<file path="config.mk">
export PLATFORM = sky130hd
export DESIGN_NAME = xcorr_fft_ctrl
export DESIGN_NICKNAME = d
export VERILOG_FILES = /design/src/rtl/xcorr_pkg.sv /design/src/rtl/xcorr_frame_cnt.sv /design/src/rtl/xcorr_fft_ctrl.sv
export SDC_FILE = /design/constraint.sdc
export NUM_CORES = 1
export LEC_CHECK = 0
export BUFFER_PORTS_ARGS = -buffer_cell sky130_fd_sc_hd__buf_2
export CORE_MARGIN = 8
export CORE_UTILIZATION = 42
export DETAILED_ROUTE_END_ITERATION = 6
export GPL_TIMING_DRIVEN = 0
export PLACE_DENSITY_LB_ADDON = 0.08
export SKIP_CTS_REPAIR_TIMING = 1
export SYNTH_ARGS = -nofsm -noshare
export SYNTH_HDL_FRONTEND = slang
export SYNTH_SLANG_ARGS = --single-unit
</file>
<file path="constraint.sdc">
create_clock -name clk -period 1.7 [get_ports clk]
set_clock_uncertainty 0.15 [all_clocks]
set_input_delay 0.085 -clock clk [delete_from_list [all_inputs] [get_ports clk]]
set_output_delay 0.085 -clock clk [all_outputs]
set_load 0.02 [all_outputs]
</file>
<file path="src/rtl/xcorr_pkg.sv">
// xcorr_pkg: shared state encoding, sizing default and config-word field positions
package xcorr_pkg;

    localparam int NFFT_LOG2_DEF  = 10;
    localparam int CONF_FWD_BIT   = 0;
    localparam int CONF_SCALE_LSB = 1;

    typedef enum logic [1:0] {
        IDLE,
        CONFIG,
        LOAD,
        DRAIN
    } state_t;

endpackage

</file>
<file path="src/rtl/xcorr_frame_cnt.sv">
// xcorr_frame_cnt: wrapping beat counter that flags its all-ones terminal count
module xcorr_frame_cnt #(
    parameter int W = 10
) (
    input  logic clk,
    input  logic rst,
    input  logic i_clr,
    input  logic i_inc,
    output logic o_tc
);

    logic [W-1:0] r_cnt;

    // clear dominates increment; natural wrap from all-ones back to zero
    always_ff @(posedge clk)
        r_cnt <= (rst || i_clr) ? '0 : i_inc ? r_cnt + 1'b1 : r_cnt;

    assign o_tc = &r_cnt;

endmodule

</file>
<file path="src/rtl/xcorr_fft_ctrl.sv">
// xcorr_fft_ctrl: sequences config, frame load and output drain around a streaming FFT core
module xcorr_fft_ctrl
    import xcorr_pkg::*;
#(
    parameter int          NFFT_LOG2      = NFFT_LOG2_DEF,
    parameter int          CONF_W         = 8,
    parameter logic [15:0] FRAME_CNT_INIT = 16'h0000
) (
    input  logic              clk,
    input  logic              rst,
    input  logic              start,
    input  logic [CONF_W-1:0] conf_in,
    input  logic              s_val,
    input  logic [31:0]       s_data,
    output logic              s_rdy,
    output logic [CONF_W-1:0] fft_cfg_tdata,
    output logic              fft_cfg_tvalid,
    input  logic              fft_cfg_tready,
    output logic [31:0]       fft_tdata,
    output logic              fft_tvalid,
    input  logic              fft_tready,
    output logic              fft_tlast,
    input  logic              fft_out_val,
    input  logic              fft_out_last,
    output logic              busy,
    output logic              frame_done,
    output logic              len_err,
    output logic [15:0]       frame_cnt
);

    state_t            r_state;
    logic [CONF_W-1:0] r_conf;
    logic              r_cfg_tvalid;
    logic              r_frame_done;
    logic              r_len_err;
    logic [15:0]       r_frame_cnt;
    logic              w_load;
    logic              w_xfer;
    logic              w_in_tc;
    logic              w_out_tc;
    logic              w_out_end;

    assign w_load    = r_state == LOAD;
    assign w_xfer    = fft_tvalid & fft_tready;
    assign w_out_end = fft_out_val & fft_out_last;

    assign s_rdy          = w_load & fft_tready;
    assign fft_tvalid     = w_load & s_val;
    assign fft_tdata      = w_load ? s_data : '0;
    assign fft_tlast      = fft_tvalid & w_in_tc;
    assign fft_cfg_tdata  = r_conf;
    assign fft_cfg_tvalid = r_cfg_tvalid;
    assign busy           = r_state != IDLE;
    assign frame_done     = r_frame_done;
    assign len_err        = r_len_err;
    assign frame_cnt      = r_frame_cnt;

    xcorr_frame_cnt #(.W(NFFT_LOG2)) u_in_cnt (
        .clk   (clk),
        .rst   (rst),
        .i_clr (1'b0),
        .i_inc (w_xfer),
        .o_tc  (w_in_tc)
    );

    xcorr_frame_cnt #(.W(NFFT_LOG2)) u_out_cnt (
        .clk   (clk),
        .rst   (rst),
        .i_clr (w_out_end),
        .i_inc (fft_out_val),
        .o_tc  (w_out_tc)
    );

    // frame sequencer; start is only honoured from IDLE, so a start coinciding with the final output beat is dropped
    always_ff @(posedge clk) begin
        if (rst) begin
            r_state      <= IDLE;
            r_conf       <= '0;
            r_cfg_tvalid <= 1'b0;
            r_frame_done <= 1'b0;
            r_frame_cnt  <= FRAME_CNT_INIT;
        end else begin
            r_frame_done <= 1'b0;
            case (r_state)
                IDLE: if (start) begin
                    r_conf       <= conf_in;
                    r_cfg_tvalid <= 1'b1;
                    r_state      <= CONFIG;
                end
                CONFIG: if (fft_cfg_tready) begin
                    r_cfg_tvalid <= 1'b0;
                    r_state      <= LOAD;
                end
                LOAD: if (w_xfer && w_in_tc)
                    r_state <= DRAIN;
                DRAIN: if (w_out_end) begin
                    r_frame_done <= 1'b1;
                    r_frame_cnt  <= r_frame_cnt + 16'd1;
                    r_state      <= IDLE;
                end
                default: r_state <= IDLE;
            endcase
        end
    end

    // sticky length check on the core output: early last, or a beat past N-1 without last
    always_ff @(posedge clk) begin
        if (rst)
            r_len_err <= 1'b0;
        else if ((w_out_end && !w_out_tc) || (fft_out_val && !fft_out_last && w_out_tc))
            r_len_err <= 1'b1;
    end

endmodule
</file>
==> flow_summary.json, run 1 <==
{
  "critPathCaptureType": "flop",
  "fp.dieArea_um2": 8533,
  "cts_max_path_buffers": 2,
  "drv_cap": 0,
  "r2r_cells": 7,
  "yosysSeqAreaShare": 0.4004,
  "initial_utilization": 0.4238,
  "io_buffers": 110,
  "grt_use_total": 0.1511,
  "cts_tree": "done",
  "power.internal_w": 0.002143,
  "maxSlewViolCount": 0,
  "total_power_w": 0.003424,
  "maxSlewHeadroom": 0.6171,
  "drt-initial-drc-count": 98,
  "ios": 111,
  "syn_area_um2": 2450,
  "vdd.ir_drop.worst_uv": 519.1,
  "worstMarginPinSlew_ns": 0.5743,
  "pwr_density_cell_nw_per_um2": 960.3,
  "cp-startpoint": "r_state[0]",
  "insertion_delay_ns": 0.30,
  "cp-start-kind": "flop",
  "gp_congestion": 0.8240,
  "firstDrtPassIters": 4,
  "num_rows": 28,
  "drtAntennaViolNets": 0,
  "status": "finished, violations left",
  "syn_inst": 300,
  "synth_top_family_by_area": "simple AND/OR/NAND/NOR gates",
  "timing.final.crit_share": 1.129,
  "place_area_um2": 3142,
  "synthMuxAreaShare": 0.008682,
  "grt_pass1_wl_um": 10860,
  "syn_nets": 356,
  "power_frac_seq": 0.381,
  "p_sw_w": 0.001281,
  "crit_path_max_fanout": 5,
  "synth_seq_cells": 49,
  "yosysTopAreaCell": "dfxtp_1",
  "cp.required_ns": 1.77,
  "num_antenna_cells": 0,
  "regToRegSetupSlack_ns": -0.22,
  "avgViaCountPerCell": 5.004,
  "fin_area_um2": 3566,
  "root_buffer": "clkbuf_8",
  "dpl.hpwl_um": 5113,
  "fin_nets": 494,
  "die_y_um": 92.38,
  "wl_per_cell_um": 14.13,
  "gr-total-overflow": 0,
  "mostFrequentLayoutCells": "buf_2 (103), dfxtp_1 (39), and2_1 (33), nand2_1 (33), nor2_1 (28)",
  "yosysUniqueCellTypes": 37,
  "grt_max_degree": 15,
  "fmax_mhz": 521.1,
  "numCtsBuffers": 5,
  "final_hold_viol_count": 0,
  "combPwrFrac": 0.426,
  "whs_path_depth": 3,
  "min-delay-start": "rst",
  "synthSimpleGateAreaFrac": 0.3401,
  "path_class": "flop to flop",
  "final_common_cell": "buf_2",
  "leakage_nw": 1.583,
  "wirelength_um": 7262,
  "finish.utilization": 0.6169,
  "cts_sinks": 49,
  "pre_cts_slack_ns": -0.2585,
  "drc": 0,
  "synth_top_area_frac": 0.4004,
  "worstReg2RegStart": "r_state[0]",
  "num_vias": 2572,
  "grt_pass1_vias": 2442,
  "fp.dieW_um": 92.38,
  "swShare": 0.3742,
  "setup_ws_ns": -0.2190,
  "yosys_warnings": 0,
  "synth-compound-area-share": 0.08376,
  "rsz0062_at_grt": "true",
  "h-tree-depth": 2,
  "clkPwrFrac": 0.193,
  "setup_tns_ns": -2.109,
  "violations": "setup timing",
  "fillers": 522,
  "clk_pin_slew_ns": 0.09,
  "multi_input_area_um2": 1488,
  "post-route-min-period_ns": 1.919,
  "synth-xor-area-share": 0.08580,
  "regArea_um2": 1008,
  "antenna_found_initial": 0,
  "core_um2": 5781,
  "hp-class": "input pin to flop",
  "synthToLayoutAreaGrowth_pct": 45.56,
  "cp.arrival_ns": 1.99,
  "syn_area_per_cell_um2": 8.166,
  "drive_gt1_frac": 0.3827,
  "setup-violations-final": 20,
  "synthTopCellsByArea": "dfxtp_1 (40%), and2_1 (8.9%), nand2_1 (5.2%)",
  "yosys.area_share.adder": 0.04086
}
## Yosys cell counts, drive strengths merged
| master | number |
|---|---|
| nand2 | 34 |
| a21oi | 21 |
| buf | 5 |
| o41a | 1 |
| o311a | 1 |
| nand4 | 10 |
| nor2b | 2 |
| xnor2 | 11 |
| xor2 | 13 |
| nand3 | 19 |
| o31a | 1 |
| or4 | 2 |
| nor4b | 1 |
| o211ai | 1 |
| ha | 8 |
| a221o | 1 |
| clkbuf | 8 |
| and4 | 3 |
| inv | 11 |
| dfxtp | 49 |
| and3 | 5 |
| nor4 | 4 |
| nor3 | 7 |
| and2 | 35 |
| or3b | 1 |
| o21ai | 9 |
| mux2 | 1 |
| nor2 | 28 |
| o31ai | 1 |
| or3 | 6 |
| mux2i | 1 |
## worst paths after layout
| path | to |
|---|---|
| worst max-delay path | r_state[1] |
| worst min-delay path | u_in_cnt.r_cnt[9] |
| worst max register to register | r_state[1] |
| worst min register to register | fft_cfg_tdata[3] |
## critical path, stage by stage, from the launching register on
cell and delay [ns]:
dfxtp_4 0.37, inv_6 0.06, ha_4 0.14, buf_6 0.12, nand3_4 0.08, o41a_1 0.38, or3b_1 0.41, a21oi_1 0.13
## cell type report
cell class / instances / area share
plain buffers: 12 / 0.02140
multi-input cells: 227 / 0.4172
clock buffers: 6 / 0.02035
flip-flops and latches: 49 / 0.2828
inverters: 11 / 0.01298
clock inverters: 2 / 0.002807
repair buffers: 132 / 0.2161
well taps: 75 / 0.02632
## power by group through the flow
stage               logic [W]  clock network, W  registers, W
floorplan            0.000743                 0       0.00136
global placement      0.00120                 0       0.00130
detailed placement    0.00121                 0       0.00130
CTS                   0.00122          0.000683       0.00128
global route          0.00160          0.000717       0.00131
finish                0.00146          0.000662       0.00130
## stage by stage
stage / hold slack [ns] / std cells
after floorplan: 0.08254 / 300
after global placement: 0.1936 / 485
after detailed placement: 0.1974 / 485
after CTS: -0.1237 / 493
after global routing: 0.03529 / 514
final: 0.01021 / 514
## kinds of logic after synthesis
family / after synthesis
buffers and inverters: 24
AND/OR/NAND/NOR: 157
XOR/XNOR: 24
AO/OA/AOI/OAI: 36
adder cells (fa/ha/maj): 8
flip-flops: 49
multiplexers: 2
## sequential cells by signal, indices dropped and copies added, names as in the netlist
name / flops
frame_done: 1
fft_cfg_tvalid: 1
len_err: 1
r_state: 2
fft_cfg_tdata: 8
u_in_cnt.r_cnt: 10
frame_cnt: 16
u_out_cnt.r_cnt: 10
## metal layers
metal | vias up | wire length (µm) | global-route usage
met2 | 109 | 3425 | 0.2426
met5 | - | 0 | 0
met4 | 0 | 67 | 0.04698
met1 | 1164 | 2999 | 0.1734
li1 | 1292 | - | -
met3 | 7 | 770 | 0.07282
No activity file was read; power rests on OpenSTA's default activity.
==> inputs of run 2 (changes only) <==
CORE_UTILIZATION = 47   (was 42)
clock period = 2.1 ns   (was 1.7 ns; I/O delays follow)
==> flow_summary.json, run 2 (synthesis results as in run 1) <==
{
  "num_vias": 2467,
  "pwr_density_cell_nw_per_um2": 815.6,
  "avgViaCountPerCell": 4.944,
  "path_class": "flop to flop",
  "drv_cap": 0,
  "cp-start-kind": "flop",
  "drive_gt1_frac": 0.3007,
  "fp.dieArea_um2": 7778,
  "core_um2": 5075,
  "cp.arrival_ns": 2.11,
  "vdd.ir_drop.worst_uv": 430.1,
  "ios": 111,
  "wirelength_um": 6632,
  "p_sw_w": 0.0009666,
  "clk_pin_slew_ns": 0.09,
  "drtAntennaViolNets": 0,
  "r2r_cells": 7,
  "swShare": 0.3557,
  "min-delay-start": "fft_out_last",
  "grt_max_degree": 15,
  "final_common_cell": "buf_2",
  "power.internal_w": 0.001751,
  "root_buffer": "clkbuf_8",
  "post-route-min-period_ns": 2.026,
  "worstReg2RegStart": "r_state[0]",
  "combPwrFrac": 0.364,
  "cp_cell_sequence": "inv_2 > ha_1 > buf_6 > nand3_4 > o41a_1 > or3b_1 > a21oi_1",
  "cp.required_ns": 2.18,
  "gr-total-overflow": 0,
  "critPathCaptureType": "flop",
  "io_buffers": 110,
  "status": "complete, no violations",
  "regToRegSetupSlack_ns": 0.07,
  "max_stage_delay_ns": 0.39,
  "firstDrtPassIters": 4,
  "layout.cells.non_filler": 499,
  "final_hold_viol_count": 0,
  "whs_path_depth": 3,
  "initial_utilization": 0.4827,
  "multi_input_area_um2": 1383,
  "cts_max_path_buffers": 2,
  "total_power_w": 0.002718,
  "drc": 0,
  "hp-class": "input pin to flop",
  "min_to": "frame_done",
  "fmax_mhz": 493.5,
  "r2r_end": "r_state[1]",
  "antenna_found_initial": 0,
  "rsz0062_at_grt": "true",
  "crit_path_max_fanout": 10,
  "worstMarginPinSlew_ns": 0.5195,
  "grt_pass1_vias": 2302,
  "gp_congestion": 0.8154,
  "num_antenna_cells": 0,
  "drt-initial-drc-count": 107,
  "h-tree-depth": 2,
  "cts_tree": "done",
  "die_y_um": 88.20,
  "insertion_delay_ns": 0.30,
  "grt_use_total": 0.1666,
  "clkPwrFrac": 0.256,
  "synthToLayoutAreaGrowth_pct": 36.01,
  "mostFrequentLayoutCells": "buf_2 (111), dfxtp_1 (49), and2_1 (35)",
  "numCtsBuffers": 5,
  "timing.final.crit_share": 0.9649,
  "largest_reg_flops": 16,
  "cp_num_buf_inv": 2,
  "cts_sinks": 49,
  "maxSlewViolCount": 0,
  "setup-violations-final": 0,
  "setup_tns_ns": 0,
  "grt_pass1_wl_um": 10270,
  "num_rows": 26,
  "leakage_nw": 1.531,
  "fp.dieW_um": 88.20,
  "fillers": 451,
  "regArea_um2": 980.9,
  "wl_per_cell_um": 13.29,
  "placed_cells": 480,
  "fin_nets": 484,
  "power_frac_seq": 0.380,
  "dpl.hpwl_um": 5173,
  "maxSlewHeadroom": 0.6537,
  "path_delay_family": "compound AO/OA/AOI/OAI gates",
  "slowest_stage": "or3b_1"
}
[run 2: power by group through the flow]
stage / logic (W) / clock network [W] / registers (W)
2_1_floorplan: 0.000592 / 0 / 0.00109
3_3_place_gp: 0.000957 / 0 / 0.00105
3_5_place_dp: 0.000967 / 0 / 0.00105
4_1_cts: 0.000969 / 0.000712 / 0.00103
5_1_grt: 0.00109 / 0.000754 / 0.00104
6_report: 0.000988 / 0.000697 / 0.00103
[run 2: metrics by stage]
step | cell area, µm² | utilization | hold WS (ns) | setup slack [ns]
detailed placement | 3088 | 0.6085 | 0.2153 | -0.08804
global placement | 3088 | 0.6085 | 0.2110 | -0.07490
finish | 3332 | 0.6566 | 0.01426 | 0.07380
global route | 3332 | 0.6566 | 0.03926 | -0.02302
floorplan | 2450 | - | 0.1025 | 0.2078
CTS | 3204 | 0.6314 | -0.1098 | -0.1193
[run 2: worst max-delay path by stage]
stage,startpoint,endpoint,slack (ns),cells after the start
floorplan,r_state[0],r_state[1],0.21,7
finish,r_state[0],r_state[1],0.07,7
global placement,r_state[0],r_state[1],-0.07,7
CTS,r_state[0],r_state[1],-0.12,7
detailed placement,r_state[0],r_state[1],-0.09,7
global route,r_state[0],u_in_cnt.r_cnt[9],-0.02,7
[run 2: cell type report]
class	count	share of cell area
Buffer	13	0.01878
Clock buffer	7	0.02591
Clock inverter	1	0.009012
Inverter	11	0.01239
Multi-Input combinational cell	227	0.4149
Sequential cell	49	0.2944
Tap cell	70	0.02629
Timing Repair Buffer	121	0.1983
[run 2: worst min-delay path, delay by kind of cell]
kind          cells  cell delay, ns
buf+inv           1            0.14
simple gates      2            0.18
[run 2: metal layers]
layer	share of wire	track usage	routed length, µm
met5	0	0	0
met4	0.0063	0.04608	42
met2	0.44	0.2559	2892
met1	0.44	0.1968	2896
met3	0.12	0.08724	800
